**config.mk**
```make
export PLATFORM = sky130hd
export DESIGN_NAME = seg_scan_driver
export DESIGN_NICKNAME = d
export VERILOG_FILES = /design/src/rtl/seg_scan_driver.sv
export SDC_FILE = /design/constraint.sdc
export NUM_CORES = 1
export LEC_CHECK = 0
export ABC_AREA = 1
export CAP_MARGIN = 10
export CORE_ASPECT_RATIO = 0.6
export CORE_MARGIN = 5
export CORE_UTILIZATION = 52
export CTS_CLUSTER_DIAMETER = 120
export DETAILED_ROUTE_END_ITERATION = 8
export PLACE_DENSITY = 0.82
export SYNTH_ARGS = -nofsm -noshare
export SYNTH_HDL_FRONTEND = slang
export SYNTH_SLANG_ARGS = --single-unit
```
**constraint.sdc**
```tcl
create_clock -name clk -period 2.49 [get_ports clk]
set_input_delay 0.747 -clock clk [delete_from_list [all_inputs] [get_ports clk]]
set_output_delay 0.747 -clock clk [all_outputs]
set_load 0.1 [all_outputs]
```
**src/rtl/seg_scan_driver.sv**
```systemverilog
// seg_scan_driver: time-multiplexed driver for an N-digit common-cathode
// 7-segment display with hex decode, per-digit decimal point and blanking.
//
// The load strobe copies value/dp_mask/blank_mask into a shadow register as a
// single unit, so a digit never shows a mix of old and new data. A prescaler
// holds each digit for SCAN_DIV cycles before the scan moves to the next one.
//
// Optional feature (macro LEADING_ZERO_BLANK_EN): when the macro is defined,
// leading zero digits are suppressed, with the decision taken from the shadow
// register. Digit 0 is never suppressed. When it is undefined, only
// blank_mask blanks a digit.
//
// Ports:
//   clk        system clock
//   rst        synchronous active-high reset
//   en         scan enable; 0 blanks the outputs and freezes the scan
//   load       1-cycle strobe that captures value/dp_mask/blank_mask
//   value      hex nibbles, digit i = value[4i+3:4i], digit 0 rightmost
//   dp_mask    per-digit decimal point request
//   blank_mask per-digit forced blank
//   seg        {a,b,c,d,e,f,g,dp}, active-high, registered
//   digit_sel  one-hot digit enable, registered (inverted if DIGIT_ACTIVE_LOW)
//   scan_tick  1-cycle pulse in the cycle whose closing edge advances the digit
module seg_scan_driver #(
  parameter int NUM_DIGITS       = 4,
  parameter int SCAN_DIV         = 1000,
  parameter int DIGIT_ACTIVE_LOW = 0
) (
  input  logic                    clk,
  input  logic                    rst,
  input  logic                    en,
  input  logic                    load,
  input  logic [4*NUM_DIGITS-1:0] value,
  input  logic [NUM_DIGITS-1:0]   dp_mask,
  input  logic [NUM_DIGITS-1:0]   blank_mask,
  output logic [7:0]              seg,
  output logic [NUM_DIGITS-1:0]   digit_sel,
  output logic                    scan_tick
);

  localparam int IW = (NUM_DIGITS > 1) ? $clog2(NUM_DIGITS) : 1;
  localparam int CW = (SCAN_DIV > 1) ? $clog2(SCAN_DIV) : 1;
  localparam logic [CW-1:0] CNT_MAX = CW'(SCAN_DIV - 1);
  localparam logic [IW-1:0] IDX_MAX = IW'(NUM_DIGITS - 1);
  localparam logic [NUM_DIGITS-1:0] SEL_IDLE = (DIGIT_ACTIVE_LOW != 0) ? '1 : '0;

  logic [CW-1:0]           cnt, cnt_next;
  logic [IW-1:0]           idx, idx_next;
  logic                    wrap;
  logic [4*NUM_DIGITS-1:0] sh_value;
  logic [NUM_DIGITS-1:0]   sh_dp, sh_blank;
  logic [NUM_DIGITS-1:0]   lz;
  logic [7:0]              seg_next;
  logic [NUM_DIGITS-1:0]   sel_next;

  function automatic logic [7:0] decode(input logic [3:0] n);
    case (n)
      4'h0: decode = 8'hFC;
      4'h1: decode = 8'h60;
      4'h2: decode = 8'hDA;
      4'h3: decode = 8'hF2;
      4'h4: decode = 8'h66;
      4'h5: decode = 8'hB6;
      4'h6: decode = 8'hBE;
      4'h7: decode = 8'hE0;
      4'h8: decode = 8'hFE;
      4'h9: decode = 8'hF6;
      4'hA: decode = 8'hEE;
      4'hB: decode = 8'h3E;
      4'hC: decode = 8'h9C;
      4'hD: decode = 8'h7A;
      4'hE: decode = 8'h9E;
      default: decode = 8'h8E;
    endcase
  endfunction

  assign wrap = en && (cnt == CNT_MAX);

  // Combinational so that a reset or a dropped enable silences it immediately.
  assign scan_tick = wrap && !rst;

  // State register: scan position, shadow data and output registers.
  always_ff @(posedge clk) begin
    if (rst) begin
      cnt       <= '0;
      idx       <= '0;
      sh_value  <= '0;
      sh_dp     <= '0;
      sh_blank  <= '0;
      seg       <= '0;
      digit_sel <= SEL_IDLE;
    end else begin
      cnt       <= cnt_next;
      idx       <= idx_next;
      seg       <= seg_next;
      digit_sel <= sel_next;
      if (load) begin
        sh_value <= value;
        sh_dp    <= dp_mask;
        sh_blank <= blank_mask;
      end
    end
  end

  // Next-state logic for the prescaler and digit index.
  always_comb begin
    cnt_next = cnt;
    idx_next = idx;
    if (en) begin
      if (wrap) begin
        cnt_next = '0;
        idx_next = (idx == IDX_MAX) ? '0 : idx + 1'b1;
      end else begin
        cnt_next = cnt + 1'b1;
      end
    end
  end

`ifdef LEADING_ZERO_BLANK_EN
  // Walk from the top digit down; a digit is a leading zero while every
  // nibble above it, and its own, is zero. Digit 0 is excluded.
  always_comb begin
    logic all_zero;
    all_zero = 1'b1;
    lz       = '0;
    for (int unsigned k = 0; k < NUM_DIGITS - 1; k++) begin
      all_zero = all_zero && (sh_value[4*(NUM_DIGITS-1-k) +: 4] == 4'h0);
      lz[NUM_DIGITS-1-k] = all_zero;
    end
  end
`else
  assign lz = '0;
`endif

  // Output logic: select the current digit and build its segment pattern.
  always_comb begin
    sel_next = '0;
    seg_next = '0;
    if (en) begin
      sel_next[idx] = 1'b1;
      if (sh_blank[idx]) begin
        seg_next = '0;
      end else if (lz[idx]) begin
        seg_next = {7'b0, sh_dp[idx]};
      end else begin
        seg_next = decode(sh_value[4*idx +: 4]) | {7'b0, sh_dp[idx]};
      end
    end
    if (DIGIT_ACTIVE_LOW != 0) begin
      sel_next = ~sel_next;
    end
  end

endmodule
```
==> reports/metrics.cfg <==
[clocking]
numCtsBuffers = 5
cts_tree = built
clock_latency_ns = 0.30
clk_pin_slew_worst_paths_ns = 0.08
cts_root_buffer = clkbuf_8
cts_buffer_depth = 2
h-tree-depth = 2
cts_sinks = 48

[place]
port_buffers = 40
dp_hpwl_um = 3870
dpl_worst_slack_ns = -0.0796
gp_congestion = 0.897
placed_cells = 408

[critical_path]
crit_path_start_kind = input port
critPathKind = in -> out
reg2reg_from = idx[0]
critPathArrivalTime_ns = 1.57
critPathMaxFanout = 2
endpoint_kind = output port
worstReg2RegEnd = seg[3]
crit_required_ns = 1.74
reg2reg_slack_ns = 0.40
rr_worst_depth = 7

[flow_run]
cap_violations = 0

[pwr]
ir_drop_mv = 0.377
finalPower_mw = 1.57
leakage_nw = 1.23
cellPowerDensity_nw_per_um2 = 551

[timing]
drv_slew = 0
slew_headroom = 0.579
finClkSkew_ns = 0.00671
setup_slack_ns = 0.176
holdWs_ns = 0.461
post-route-period-util = 0.929
fin_crit_ns = 2.31
rsz0062_at_grt = false
finalSetupViolations = 0
hold_viol = 0
clock.fmax_mhz = 432
tightest_slew_ns = 0.631
tns_ns = 0

[yosys]
avgSynthCellArea_um2 = 7.31
synth_edf_count = 0
ys_ff_latch = 48
synth-seq-area-share = 0.431
syn-num-nets = 345
syn_area_um2 = 2230
synth_warnings = 0
synth_cells = 305
synthArstFlopShare = 0
synth_ff_type = dfxtp_1
synth_cell_type_count = 27

[layout]
num_antenna_cells = 0
final_cell_mix = nor2_1, nand2_1, dfxtp_1
drive_gt1_frac = 0.151
final_common_cell = nor2_1
fin_cells = 418
nNetsFinal = 397
areaGrowthSynthToFinish_pct = 27.6

[detailed_routing]
vias_per_cell = 4.98
vias = 2080
remaining_drc_errors = 0
drt_iter0_drc = 140
dr.pass1.iters = 4
routed_wl_um = 5170
routedWlPerCell_um = 12.4
antenna_left = 0

[global_route]
grt_pass1_wl_um = 8830
overflow = 0
grt_max_degree = 27
antenna_found_initial = 0
grtUsageTotal = 0.199
grt_pass1_vias = 1953

[hold_path]
hold_end = sh_value[11]
min_from = sh_value[11]
hold_path_depth = 2
hold_class = reg -> reg

[status]
status = finished, final reports clean

[die]
io-pin-count = 41
start_util = 0.541
core_area_um2 = 4120
die_w_um = 94.5
die_area_um2 = 5740
dieHeight_um = 60.7
rows = 18

==> Yosys cell counts (2+ instances only) <==
cell type	number	area (µm²)
nand2_1	56	210
o21ai_0	23	115
nand3_1	19	95.1
nor3_1	5	25.0
xor2_1	2	17.5
dfxtp_1	48	961
buf_2	3	15.0
inv_2	6	22.5
nand2_2	2	12.5
ha_1	12	150
nand4_1	3	18.8
inv_1	21	78.8
clkbuf_1	5	18.8
nor2_1	65	244
o21ai_1	4	20.0
a21oi_2	5	43.8
nand3_2	2	20.0
a21oi_1	14	70.1
nand3b_1	2	15.0
==> sequential cells by signal, indices dropped and copies added, names as in the netlist <==
register	cells
sh_value	16
cnt	10
seg	8
digit_sel	4
sh_blank	4
sh_dp	4
idx	2
==> cell families (layout without fill, tap and decap cells) <==
group           Yosys count  count (layout)  synth area share
fa+ha+maj                12              12            0.0673
flops                    48              48             0.431
compound gates           48              48             0.119
simple gates            157             157             0.302
buf+inv                  37              90            0.0685
xor+xnor                  3               3            0.0118
==> how the worst max path moves through the flow <==
stage / from / end / slack [ns] / cells past startpoint
2_1_floorplan: en / scan_tick / 0.24 / 4
3_3_place_gp: en / scan_tick / -0.06 / 6
3_5_place_dp: en / scan_tick / -0.08 / 6
4_1_cts: en / scan_tick / 0.19 / 6
5_1_grt: cnt[0] / scan_tick / 0.09 / 6
6_report: en / scan_tick / 0.18 / 6
==> layout make-up <==
| class | instances | area, µm² |
|---|---|---|
| fillers | 363 | 1280 |
| multi-input cells | 220 | 1120 |
| flip-flops and latches | 48 | 961 |
| repair buffers | 54 | 484 |
| inverters | 28 | 108 |
| clock buffers | 6 | 82.6 |
| well taps | 60 | 75.1 |
| clock inverters | 2 | 10.0 |
==> per-layer routing <==
layer,share of wire,track usage,up-vias
li1,-,-,1082
met5,0,0,-
met1,0.48,0.277,902
met2,0.42,0.297,87
met3,0.087,0.0582,9
met4,0.013,0.0678,0
==> stage by stage <==
step	util	area, µm²
2_1_floorplan	-	2240
3_3_place_gp	0.664	2740
3_5_place_dp	0.664	2740
4_1_cts	0.690	2840
5_1_grt	0.690	2840
6_report	0.690	2840
==> repair_timing <==
item	4_1_cts	5_1_grt
endpoints found under the setup margin	1	0
hold buffers	0	0
resized for setup	1	0
buffers inserted	2	0
==> where the power goes <==
part | leakage (nW) | internal [mW] | switching, mW | total (mW)
Sequential | 0.395 | 0.806 | 0.0168 | 0.822
Combinational | 0.788 | 0.101 | 0.172 | 0.272
Clock | 0.0510 | 0.222 | 0.250 | 0.472
Total | 1.23 | 1.13 | 0.439 | 1.57
==> worst max-delay path, stage by stage <==
cell           delay [ns]
dlygate4sd2_1        0.21
nand2_1              0.05
nor2_1               0.10
nand2_1              0.11
nor2_4               0.16
buf_12               0.18
No activity file was read; power rests on OpenSTA's default activity.
